**config.mk**
```make
export PLATFORM = sky130hd
export DESIGN_NAME = mantissa_oaum_iter
export DESIGN_NICKNAME = d
export VERILOG_FILES = /design/src/rtl/oaum_pkg.sv /design/src/rtl/oaum_r4_step.sv /design/src/rtl/mantissa_oaum_iter.sv
export SDC_FILE = /design/constraint.sdc
export NUM_CORES = 1
export LEC_CHECK = 0
export CAP_MARGIN = 10
export CORE_ASPECT_RATIO = 0.75
export CORE_MARGIN = 2
export CORE_UTILIZATION = 50
export DETAILED_ROUTE_END_ITERATION = 16
export DONT_BUFFER_PORTS = 1
export GPL_TIMING_DRIVEN = 0
export PLACE_DENSITY = 0.7
export SLEW_MARGIN = 20
export SYNTH_ARGS = -nofsm -noshare
export SYNTH_HDL_FRONTEND = slang
export SYNTH_HIERARCHICAL = 1
export SYNTH_SLANG_ARGS = --single-unit
```
**constraint.sdc**
```tcl
create_clock -name clk -period 7.5 [get_ports clk]
set_input_delay 2.25 -clock clk [delete_from_list [all_inputs] [get_ports clk]]
set_output_delay 2.25 -clock clk [all_outputs]
set_load 0.005 [all_outputs]
```
**src/rtl/oaum_pkg.sv**
```systemverilog
// Shared definitions for the iterative approximate mantissa multiplier family.
// Holds the FSM state type and sizing/clamping helpers reused across OAM blocks.
package oaum_pkg;

   typedef enum logic [1:0] {
      StIdle,
      StAccum,
      StDone
   } oaum_state_e;

   // Accumulator fraction width: enough bits that every radix-4 partial product is exact.
   function automatic int unsigned calc_fw(input int unsigned mw, input int unsigned max_acc);
      return mw + 2 * max_acc;
   endfunction

   function automatic int unsigned clamp_level(input int unsigned lvl,
                                               input int unsigned max_acc);
      return (lvl > max_acc) ? max_acc : lvl;
   endfunction

endpackage

```
**src/rtl/oaum_r4_step.sv**
```systemverilog
// One radix-4 partial product of the X*Y cross term, aligned to the accumulator LSB.
// addend = X * digit * 2^-(2(k+1)), with X taken as a fraction of MW bits.
module oaum_r4_step
   import oaum_pkg::*;
#(
   parameter int unsigned MANTISSA_WIDTH = 15,
   parameter int unsigned MAX_ACC = 4,
   localparam int unsigned ACC_W = $clog2(MAX_ACC + 1),
   localparam int unsigned AW = calc_fw(MANTISSA_WIDTH, MAX_ACC) + 2
) (
   input  logic [MANTISSA_WIDTH-1:0] x,
   input  logic [1:0]                digit,
   input  logic [ACC_W-1:0]          k,
   output logic [AW-1:0]             addend
);

   // k never exceeds MAX_ACC-1, so the shift amount stays non-negative.
   always_comb begin
      addend = (AW'(x) * AW'(digit)) << (2 * MAX_ACC - 2 - 2 * 32'(k));
   end

endmodule

```
**src/rtl/mantissa_oaum_iter.sv**
```systemverilog
// Sequential approximate mantissa multiplier: 1 + X + Y + X*Y_hi, one radix-4 digit of Y
// per cycle, with a per-transaction accuracy level and valid/ready on both sides.
module mantissa_oaum_iter
   import oaum_pkg::*;
#(
   parameter int unsigned MANTISSA_WIDTH = 15,
   parameter int unsigned MAX_ACC = 4,
   localparam int unsigned ACC_W = $clog2(MAX_ACC + 1)
) (
   input  logic                      clk,
   input  logic                      rst_n,
   input  logic                      in_valid,
   output logic                      in_ready,
   input  logic [MANTISSA_WIDTH-1:0] Mantissa_X,
   input  logic [MANTISSA_WIDTH-1:0] Mantissa_Y,
   input  logic [ACC_W-1:0]          Acc_Level,
   output logic                      out_valid,
   input  logic                      out_ready,
   output logic [MANTISSA_WIDTH-1:0] Mantissa_Out,
   output logic [1:0]                Shift
);

   localparam int unsigned MW = MANTISSA_WIDTH;
   localparam int unsigned FW = calc_fw(MW, MAX_ACC);
   localparam int unsigned AW = FW + 2;

   oaum_state_e       state_q;
   logic [MW-1:0]     x_q;
   logic [MW-1:0]     y_q;
   logic [ACC_W-1:0]  lvl_q;
   logic [ACC_W-1:0]  k_q;
   logic [AW-1:0]     acc_q;
   logic              in_ready_q;
   logic              out_valid_q;
   logic [MW-1:0]     mant_q;
   logic [1:0]        shift_q;

   logic [ACC_W-1:0]  lvl_in;
   logic [AW-1:0]     acc_load;
   logic [1:0]        digit;
   logic [AW-1:0]     addend;
   logic [AW-1:0]     acc_sum;
   logic              last_digit;
   logic [AW-1:0]     norm_src;
   logic [MW-1:0]     norm_mant;
   logic [1:0]        norm_shift;

   oaum_r4_step #(
      .MANTISSA_WIDTH(MANTISSA_WIDTH),
      .MAX_ACC       (MAX_ACC)
   ) u_step (
      .x     (x_q),
      .digit (digit),
      .k     (k_q),
      .addend(addend)
   );

   always_comb begin
      lvl_in     = ACC_W'(clamp_level(32'(Acc_Level), MAX_ACC));
      acc_load   = (AW'(1) << FW) + (AW'(Mantissa_X) << (FW - MW))
                 + (AW'(Mantissa_Y) << (FW - MW));
      digit      = 2'(y_q >> (MW - 2 - 2 * 32'(k_q)));
      acc_sum    = acc_q + addend;
      last_digit = (k_q == lvl_q - ACC_W'(1));
      // Results are registered on entry to DONE, so normalise the value being written.
      norm_src   = (state_q == StIdle) ? acc_load : acc_sum;
      if (norm_src[FW+1]) begin
         norm_mant  = norm_src[FW -: MW];
         norm_shift = 2'b01;
      end else begin
         norm_mant  = norm_src[FW-1 -: MW];
         norm_shift = 2'b00;
      end
   end

   always_ff @(posedge clk or negedge rst_n) begin
      if (!rst_n) begin
         state_q     <= StIdle;
         x_q         <= '0;
         y_q         <= '0;
         lvl_q       <= '0;
         k_q         <= '0;
         acc_q       <= '0;
         in_ready_q  <= 1'b1;
         out_valid_q <= 1'b0;
         mant_q      <= '0;
         shift_q     <= '0;
      end else begin
         unique case (state_q)
            StIdle: begin
               if (in_valid) begin
                  x_q        <= Mantissa_X;
                  y_q        <= Mantissa_Y;
                  lvl_q      <= lvl_in;
                  k_q        <= '0;
                  acc_q      <= acc_load;
                  in_ready_q <= 1'b0;
                  if (lvl_in == '0) begin
                     state_q     <= StDone;
                     out_valid_q <= 1'b1;
                     mant_q      <= norm_mant;
                     shift_q     <= norm_shift;
                  end else begin
                     state_q <= StAccum;
                  end
               end
            end
            StAccum: begin
               acc_q <= acc_sum;
               k_q   <= k_q + ACC_W'(1);
               if (last_digit) begin
                  state_q     <= StDone;
                  out_valid_q <= 1'b1;
                  mant_q      <= norm_mant;
                  shift_q     <= norm_shift;
               end
            end
            StDone: begin
               if (out_ready) begin
                  state_q     <= StIdle;
                  out_valid_q <= 1'b0;
                  in_ready_q  <= 1'b1;
               end
            end
            default: begin
               state_q     <= StIdle;
               out_valid_q <= 1'b0;
               in_ready_q  <= 1'b1;
            end
         endcase
      end
   end

   assign in_ready     = in_ready_q;
   assign out_valid    = out_valid_q;
   assign Mantissa_Out = mant_q;
   assign Shift        = shift_q;

endmodule

```
Word level (Yosys, flattened, before mapping)
Cells that the tools add are included.
{"block": "word_totals", "elab_cells": 67, "ramBits": 0, "mem_bits_ro": 0, "inputBits": 37, "register_bits": 82, "out_inout_bits": 19, "memories": 0, "latchBits": 0}
{"block": "classes", "n_addsub": 7, "n_lt_le_gt_ge": 1, "div": 0, "n_mul": 1, "n_bitwise": 1, "n_mux": 29, "n_shift": 2, "eq_ne": 7, "reduce_logical": 9}
{"op": "15-bit 2-to-1 mux", "count": 4}
{"op": "25-bit 2-to-1 mux", "count": 2}
{"op": "25-bit case mux with 2 select lines", "count": 1}
{"op": "17-bit by 32-bit << shifter with 25-bit output", "count": 1}
{"op": "15-bit by 32-bit right shift with 2-bit output", "count": 1}
{"op": "15-bit case mux with 2 select lines", "count": 1}
{"op": "24-bit by 23-bit adder with 25-bit output (first input constant)", "count": 1}
{"op": "25-bit by 23-bit adder with 25-bit output", "count": 1}
{"op": "25-bit adder", "count": 1}
{"op": "15-bit by 2-bit multiplier with 17-bit output", "count": 1}
{"op": "2-bit 2-to-1 mux", "count": 7}
{"op": "4-bit AND reduction", "count": 2}
{"op": "1-bit 2-to-1 mux", "count": 7}
{"op": "3-bit 2-to-1 mux", "count": 2}
{"op": "2-bit inequality test (second input constant)", "count": 3}
{"op": "1-bit case mux with 3 select lines", "count": 2}
{"op": "2-bit case mux with 3 select lines", "count": 1}
{"op": "3-bit case mux with 2 select lines", "count": 1}
{"op": "3-bit AND reduction", "count": 2}
{"op": "3-bit by 4-bit subtractor with 5-bit output (first input constant)", "count": 1}
{"op": "4-bit by 4-bit subtractor with 5-bit output (first input constant)", "count": 1}
{"op": "2-bit case mux with 2 select lines", "count": 1}
{"op": "2-bit AND reduction", "count": 2}
{"op": "3-bit by 1-bit adder with 3-bit output (second input constant)", "count": 1}
{"op": "other kinds (10)", "count": 10}

Depth between registers and ports, before layout
Gate-level depths: netlist (run 1).
{"block": "depth", "word_depth": 10, "mapped_depth": 27, "mapped_depth_nobuf": 25}

Modules after synthesis
Netlist (run 1), hierarchy kept.
{"module": "mantissa_oaum_iter", "n_inst": 1, "seq_area_each_um2": 2003.2, "cells_each": 636, "area_each_um2": 6013.3}
{"module": "oaum_r4_step", "n_inst": 1, "seq_area_each_um2": 0.0, "cells_each": 227, "area_each_um2": 1549.0}

Worst setup path after synthesis (run 1)
OpenSTA, ideal clock, no wires.
{"block": "synth_path", "kind": "register to register", "startpoint": "register k_q[1]", "endpoint": "register acc_q[21]", "t_required_ns": 7.359, "path_slack_ns": 1.299, "arrival_ns": 6.060, "n_path_buf": 2, "setup_ns": 0.141, "path_stages_with_launch": 27, "period_less_slack_ns": 6.201, "path_cell_list": "dfrtp_1 -> ha_1 -> xnor2_1 -> mux2_2 -> a21oi_1 -> a21oi_1 -> mux2_2 -> clkbuf_1 -> and2_1 -> fa_1 -> a211oi_1 -> o21ai_0 -> a21oi_1 -> a21oi_1 -> xnor2_1 -> mux2i_1 -> a22o_1 -> ha_1 -> clkbuf_8 -> nand4_2 -> nor2_1 -> nand2_1 -> o21ai_0 -> mux2_2 -> or4_1 -> o21ai_0 -> a211oi_1"}
{"block": "synth_between", "elab_chain_len": 6, "elab_cells_between_ends": 7, "cone_classes": "3 x add/sub; 1 x mul; 2 x shift; 1 x mux"}
{"item": "from (decl)", "line_no": "mantissa_oaum_iter.sv:31", "text": "logic [ACC_W-1:0] k_q;"}
{"item": "from (signal assigned)", "line_no": "mantissa_oaum_iter.sv:110", "text": "k_q <= k_q + ACC_W'(1);"}
{"item": "4-bit by 4-bit subtractor with 5-bit output", "line_no": "mantissa_oaum_iter.sv:62", "text": "digit = 2'(y_q >> (MW - 2 - 2 * 32'(k_q)));"}
{"item": "15-bit by 32-bit right shift with 2-bit output", "line_no": "mantissa_oaum_iter.sv:62"}
{"item": "via digit[0]", "line_no": "mantissa_oaum_iter.sv:40", "text": "logic [1:0] digit;"}
{"item": "15-bit by 2-bit multiplier with 17-bit output", "line_no": "oaum_r4_step.sv:19", "text": "addend = (AW'(x) * AW'(digit)) << (2 * MAX_ACC - 2 - 2 * 32'(k));"}
{"item": "17-bit by 32-bit << shifter with 25-bit output", "line_no": "oaum_r4_step.sv:19"}
{"item": "via addend[13]", "line_no": "mantissa_oaum_iter.sv:41", "text": "logic [AW-1:0] addend;"}
{"item": "25-bit adder", "line_no": "mantissa_oaum_iter.sv:63", "text": "acc_sum = acc_q + addend;"}
{"item": "25-bit case mux with 2 select lines", "line_no": "mantissa_oaum_iter.sv:89", "text": "unique case (state_q)"}
{"item": "to (signal assigned)", "line_no": "mantissa_oaum_iter.sv:96", "text": "acc_q <= acc_load;"}
{"item": "to (signal assigned)", "line_no": "mantissa_oaum_iter.sv:109", "text": "acc_q <= acc_sum;"}
{"item": "to (decl)", "line_no": "mantissa_oaum_iter.sv:32", "text": "logic [AW-1:0] acc_q;"}
The timed path passes the listed nets, and every way through them passes these cells.
A chain may end at the register's enable or synchronous reset.

Worst setup path after layout (run 1)
Ends and elaborated chain as after synthesis.

==> results of run 1 <==
-- per-stage QoR --
| step | TNS [ns] | setup slack (ns) | utilization, % | area (sq um) | std cells |
|---|---|---|---|---|---|
| after floorplan | 0 | 1.30 | - | 7570 | 864 |
| after global placement | -0.00723 | -0.00723 | 53.4 | 7820 | 1064 |
| after detailed placement | -0.0101 | -0.0101 | 53.4 | 7820 | 1064 |
| after CTS | 0 | 0.125 | 55.7 | 8160 | 1080 |
| after global routing | 0 | 0.00914 | 55.9 | 8190 | 1080 |
| final | 0 | 0.400 | 55.9 | 8190 | 1080 |
-- worst paths after layout --
path	from	end	slack (ns)
max reg2reg	k_q[1]	acc_q[21]	0.40
min reg2reg	acc_q[18]	acc_q[18]	0.48
min in group asynchronous	rst_n	Shift[0]	1.60
min	acc_q[18]	acc_q[18]	0.48
max in group asynchronous	rst_n	in_ready	5.65
max	k_q[1]	acc_q[21]	0.40
-- what timing repair did --
item / CTS / global route
endpoints found under the setup margin: 1 / 20
cloned: 0 / 0
endpoints found under the hold margin: 0 / 0
gates resized for setup: 1 / 6
-- worst max-delay path, cell delays in order, from the launching register on --
cell	delay, ns
dfrtp_2	0.51
ha_1	0.31
xnor2_4	0.29
mux2_2	0.37
a21oi_1	0.16
a21oi_1	0.05
mux2_2	0.35
clkbuf_1	0.21
and2_1	0.21
fa_1	0.45
a211oi_1	0.34
o21ai_0	0.17
a21oi_1	0.29
xor2_1	0.43
mux2i_1	0.20
o21bai_1	0.16
a311oi_1	0.08
ha_1	0.31
clkbuf_2	0.17
nand4_2	0.21
nor2_1	0.19
nand2_1	0.07
o21ai_1	0.32
mux2_2	0.38
or4_1	0.52
o21ai_0	0.12
a211oi_1	0.07
-- logic make-up (layout without fill, tap and decap cells) --
group | count (synthesis) | count (layout)
xor+xnor | 49 | 49
simple gates | 266 | 266
other cells | 2 | 3
buf+inv | 80 | 96
fa+ha+maj | 58 | 58
flops | 80 | 80
compound gates | 273 | 273
mux | 55 | 55
-- metal layers --
layer  GRT usage [%]  share of wire (%)
met3            6.74                9.6
met4            7.96                2.2
met1            43.6                 49
met2            36.8                 39
met5               0                  0
-- state kept, by name, summed over array words and instances (netlist names) --
signal        cells
y_q              14
lvl_q             3
in_ready          1
x_q              15
acc_q            25
out_valid         1
state_q           2
Mantissa_Out     15
k_q               3
Shift             1
-- cell type report --
| type | instances | area, sq um |
|---|---|---|
| fillers | 1373 | 6450 |
| clock inverters | 7 | 106 |
| flip-flops and latches | 80 | 2000 |
| well taps | 200 | 250 |
| multi-input cells | 704 | 5180 |
| clock buffers | 9 | 225 |
| plain buffers | 51 | 312 |
| inverters | 29 | 109 |
-- synthesized netlist by cell type, drive strengths merged (11+ instances only) --
| master | n |
|---|---|
| mux2 | 35 |
| o211ai | 17 |
| a21o | 18 |
| a211oi | 12 |
| nor2 | 56 |
| a21oi | 58 |
| o21a | 11 |
| xnor2 | 25 |
| clkbuf | 28 |
| dfrtp | 79 |
| nand3 | 18 |
| buf | 22 |
| mux2i | 17 |
| and2 | 36 |
| a31oi | 11 |
| inv | 28 |
| nand2 | 76 |
| nor3 | 15 |
| xor2 | 24 |
| o21ai | 53 |
| ha | 55 |
==> results.py, run 1 <==
metrics = {
    "floorplan": {
        "coreArea_sq_mm": 0.0146,
        "dieArea_sq_mm": 0.0161,
        "num_rows": 38,
        "ioPinCount": 56,
        "die_width_um": 146,
        "dieHeight_um": 111,
        "initial_core_util_pct": 51.6,
    },
    "logic_synthesis": {
        "synth_top_family_by_area": "compound AO/OA/AOI/OAI gates",
        "muxShareOfSynthArea_pct": 8.41,
        "synthCells": 863,
        "synth-compound-area-share_pct": 25.7,
        "async_flop_share_pct": 100,
        "synth_top_area_share_pct": 26.1,
        "yosys-top-cells-area": "dfrtp_1 26%, ha_1 9.1%, mux2_2 5.1%",
        "yosys.area_share.simple_pct": 18.1,
        "yosys.area.top_type": "dfrtp_1",
        "synth_seq_cells": 80,
        "ys_seq_area_share_pct": 26.5,
        "ys_types": 103,
        "yosysWarnings": 6,
        "ys.flop_type": "dfrtp_1",
        "netlist_area_sq_mm": 0.00756,
        "synth_edf_count": 0,
        "avgSynthCellArea_sq_um": 8.76,
        "synthAdderAreaFrac_pct": 9.89,
        "post_synth_xor_area_fraction_pct": 5.68,
    },
    "clock_network": {
        "cts_tree": "yes",
        "cts-root-buf": "clkbuf_16",
        "cts_hold_buf": 0,
        "clk_pin_slew_ns": 0.07,
        "clock_latency_ns": 0.36,
        "cts_max_level": 3,
        "clock-sinks": 80,
        "clockBufferDepth": 2,
        "cts_setup_buffers": 0,
        "cts_buffers": 9,
    },
    "cells_and_area": {
        "syn2layout_area_growth_pct": 8.29,
        "layout_common_cells": "78 x dfrtp_1, 74 x nand2_1, 55 x nor2_1, 55 x ha_1, 54 x a21oi_1",
        "final_common_cell": "dfrtp_1",
        "n_antenna_cell": 0,
        "layout-drive-gt1-share_pct": 14.4,
        "nNetsFinal": 970,
    },
    "hold_path": {
        "min_path_cells": 2,
        "hp-class": "reg -> reg",
    },
    "drt": {
        "drtPass1Iterations": 5,
        "dr.first_iter.drc_count": 764,
        "viasPerCell": 6.27,
        "ant_nets": 0,
        "remaining_drc_errors": 0,
        "num_vias": 6774,
        "wire_per_inst_um": 20.4,
        "routed_wl_mm": 22.1,
    },
    "setup_path": {
        "startpoint_type": "flop",
        "worstPathMaxFanout": 11,
        "crit_type": "reg -> reg",
        "critPathArrivalTime_ns": 7.30,
        "worstPathRequired_ns": 7.70,
        "rr_worst_depth": 26,
        "cp-end-kind": "flop",
    },
    "sta": {
        "finalCriticalPeriod_ns": 7.10,
        "relSlewSlack_pct": 44.8,
        "setup_violations": 0,
        "slew_violations": 0,
        "finalClockSkew_ns": 0.0102,
        "whs_ns": 0.481,
        "period_share_pct": 94.7,
        "fmax_ghz": 0.141,
        "worst_pin_slew_ns": 0.825,
        "rsz0062_at_grt": "false",
        "hold_viol_final": 0,
    },
    "grt": {
        "antenna_found_initial": 0,
        "grt_pass1_vias": 6094,
        "grt_remaining_overflow": 0,
        "grt_start_max_net_pins": 81,
        "grt_use_total_pct": 27.7,
        "grt_pass1_wl_mm": 35.1,
    },
    "place": {
        "gp_congestion": 0.942,
        "dp_hpwl_mm": 17.5,
        "portBuffers": 0,
    },
    "status": {
        "outcome": "finished clean",
    },
    "flow_run": {
        "cap_violations": 0,
    },
}
Power of run 1 is left out: the tool's default activity adds up to more than one toggle a clock period on the data nets, which glitch-free logic cannot reach.
==> run 2, diff against run 1 <==
--- a/config.mk
+++ b/config.mk
@@ -11,6 +11,7 @@
 export CORE_UTILIZATION = 50
 export DETAILED_ROUTE_END_ITERATION = 16
 export DONT_BUFFER_PORTS = 1
+export GPL_ROUTABILITY_DRIVEN = 0
 export GPL_TIMING_DRIVEN = 0
 export PLACE_DENSITY = 0.7
 export SLEW_MARGIN = 20
==> results.py, run 2 (synthesis gave the netlist of run 1 again) <==
metrics = {
    "clock_network": {
        "cts_setup_buffers": 0,
        "cts_max_level": 3,
        "cts_buffers": 9,
        "clock-sinks": 80,
        "cts_tree": "yes",
        "cts-root-buf": "clkbuf_16",
        "clk_pin_slew_ns": 0.07,
        "clock_latency_ns": 0.36,
        "clockBufferDepth": 2,
    },
    "grt": {
        "met3_usage_pct": 7.73,
        "use_met1_pct": 42.6,
        "antenna_found_initial": 0,
        "met2_usage_pct": 36.5,
        "grt_pass1_vias": 6193,
        "top_usage_layer": "met1",
        "grt_remaining_overflow": 0,
        "grt_start_max_net_pins": 81,
        "grt_pass1_wl_mm": 35.0,
        "grt_use_total_pct": 27.3,
    },
    "hold_path": {
        "holdPathEnd": "acc_q[18]",
        "hold_start": "acc_q[18]",
        "hp-class": "reg -> reg",
        "min_path_cells": 2,
    },
    "setup_path": {
        "worstPathMaxFanout": 11,
        "rr_worst_depth": 27,
        "timing.rr.end": "acc_q[21]",
        "r2r-start": "k_q[1]",
        "startpoint_type": "flop",
        "worstPathRequired_ns": 7.70,
        "crit_type": "reg -> reg",
        "r2r_setup_slack_ns": 0.37,
        "critPathArrivalTime_ns": 7.34,
        "cp-end-kind": "flop",
    },
    "cells_and_area": {
        "layout-drive-gt1-share_pct": 14.4,
        "final_common_cell": "dfrtp_1",
        "layout_common_cells": "78 x dfrtp_1, 74 x nand2_1, 55 x nor2_1, 55 x ha_1, 54 x a21oi_1",
        "nNetsFinal": 970,
        "largest_reg_flops": 25,
        "syn2layout_area_growth_pct": 8.64,
        "largest_register": "acc_q",
        "n_antenna_cell": 0,
    },
    "sta": {
        "finalCriticalPeriod_ns": 7.13,
        "fmax_ghz": 0.140,
        "finalClockSkew_ns": 0.0113,
        "worst_pin_slew_ns": 0.840,
        "setup_violations": 0,
        "finalSetupTns_ns": 0,
        "period_share_pct": 95.1,
        "slew_violations": 0,
        "rsz0062_at_grt": "false",
        "hold_viol_final": 0,
        "relSlewSlack_pct": 43.8,
    },
    "drt": {
        "num_vias": 6873,
        "wire_per_inst_um": 20.5,
        "drtPass1Iterations": 8,
        "viasPerCell": 6.36,
        "dr.first_iter.drc_count": 844,
        "routed_wl_mm": 22.1,
        "remaining_drc_errors": 0,
        "ant_nets": 0,
    },
    "floorplan": {
        "dieArea_sq_mm": 0.0161,
        "initial_core_util_pct": 51.6,
        "ioPinCount": 56,
        "die_width_um": 146,
        "coreArea_sq_mm": 0.0146,
        "dieHeight_um": 111,
        "num_rows": 38,
    },
    "flow_run": {
        "cap_violations": 0,
    },
    "place": {
        "portBuffers": 0,
        "dp_hpwl_mm": 17.2,
    },
    "status": {
        "outcome": "finished clean",
    },
}
## run 2: worst max-delay path by stage
stage	start	to	slack, ns
after floorplan	k_q[1]	acc_q[21]	1.30
after global placement	k_q[1]	acc_q[21]	0.03
after detailed placement	k_q[1]	acc_q[21]	0.05
after CTS	k_q[1]	acc_q[21]	0.19
after global routing	k_q[1]	Mantissa_Out[14]	0.01
final	k_q[1]	acc_q[21]	0.37
## run 2: routing by layer
layer | vias to the layer above | share of wire (%)
met3 | 33 | 11
met5 | - | 0
met2 | 348 | 39
met1 | 3262 | 48
met4 | 0 | 2.0
li1 | 3230 | -
## run 2: cell type report
cell class                      count  area (sq um)
Buffer                             51           312
Clock buffer                        9           225
Clock inverter                      7           133
Fill cell                        1353          6430
Inverter                           29           109
Multi-Input combinational cell    704          5180
Sequential cell                    80          2000
Tap cell                          200           250
## run 2: metrics by stage
| step | hold WS, ns | std cells | worst slack [ns] | cell area (sq um) | utilization (%) |
|---|---|---|---|---|---|
| floorplan | 0.445 | 864 | 1.30 | 7570 | - |
| global placement | 0.469 | 1064 | 0.0259 | 7820 | 53.4 |
| detailed placement | 0.467 | 1064 | 0.0475 | 7820 | 53.4 |
| CTS | 0.481 | 1080 | 0.194 | 8180 | 55.9 |
| global route | 0.493 | 1080 | 0.0128 | 8220 | 56.1 |
| finish | 0.483 | 1080 | 0.366 | 8220 | 56.1 |
## run 2: timing repair
action | CTS | global route
endpoints found under the setup margin | 1 | 18
resized for setup | 1 | 6
hold buffers | 0 | 0
## run 2: worst max-delay path, stage by stage, from the launching register on
cell and delay [ns]:
dfrtp_2 0.51, ha_1 0.31, xnor2_4 0.29, mux2_2 0.37
a21oi_1 0.15, a21oi_1 0.05, mux2_2 0.34, clkbuf_1 0.21
and2_1 0.19, ha_1 0.26, buf_2 0.17, a21oi_1 0.23
o21ai_1 0.16, a221o_1 0.33, a31oi_1 0.20, xor2_1 0.17
nor2b_1 0.17, a2111oi_1 0.60, ha_1 0.22, clkbuf_8 0.15
nand4_2 0.22, nor2_1 0.19, nand2_1 0.07, o21ai_1 0.32
mux2_2 0.38, or4_1 0.52, o21ai_0 0.10, a211oi_1 0.06
Power of run 2 is left out for the same reason.
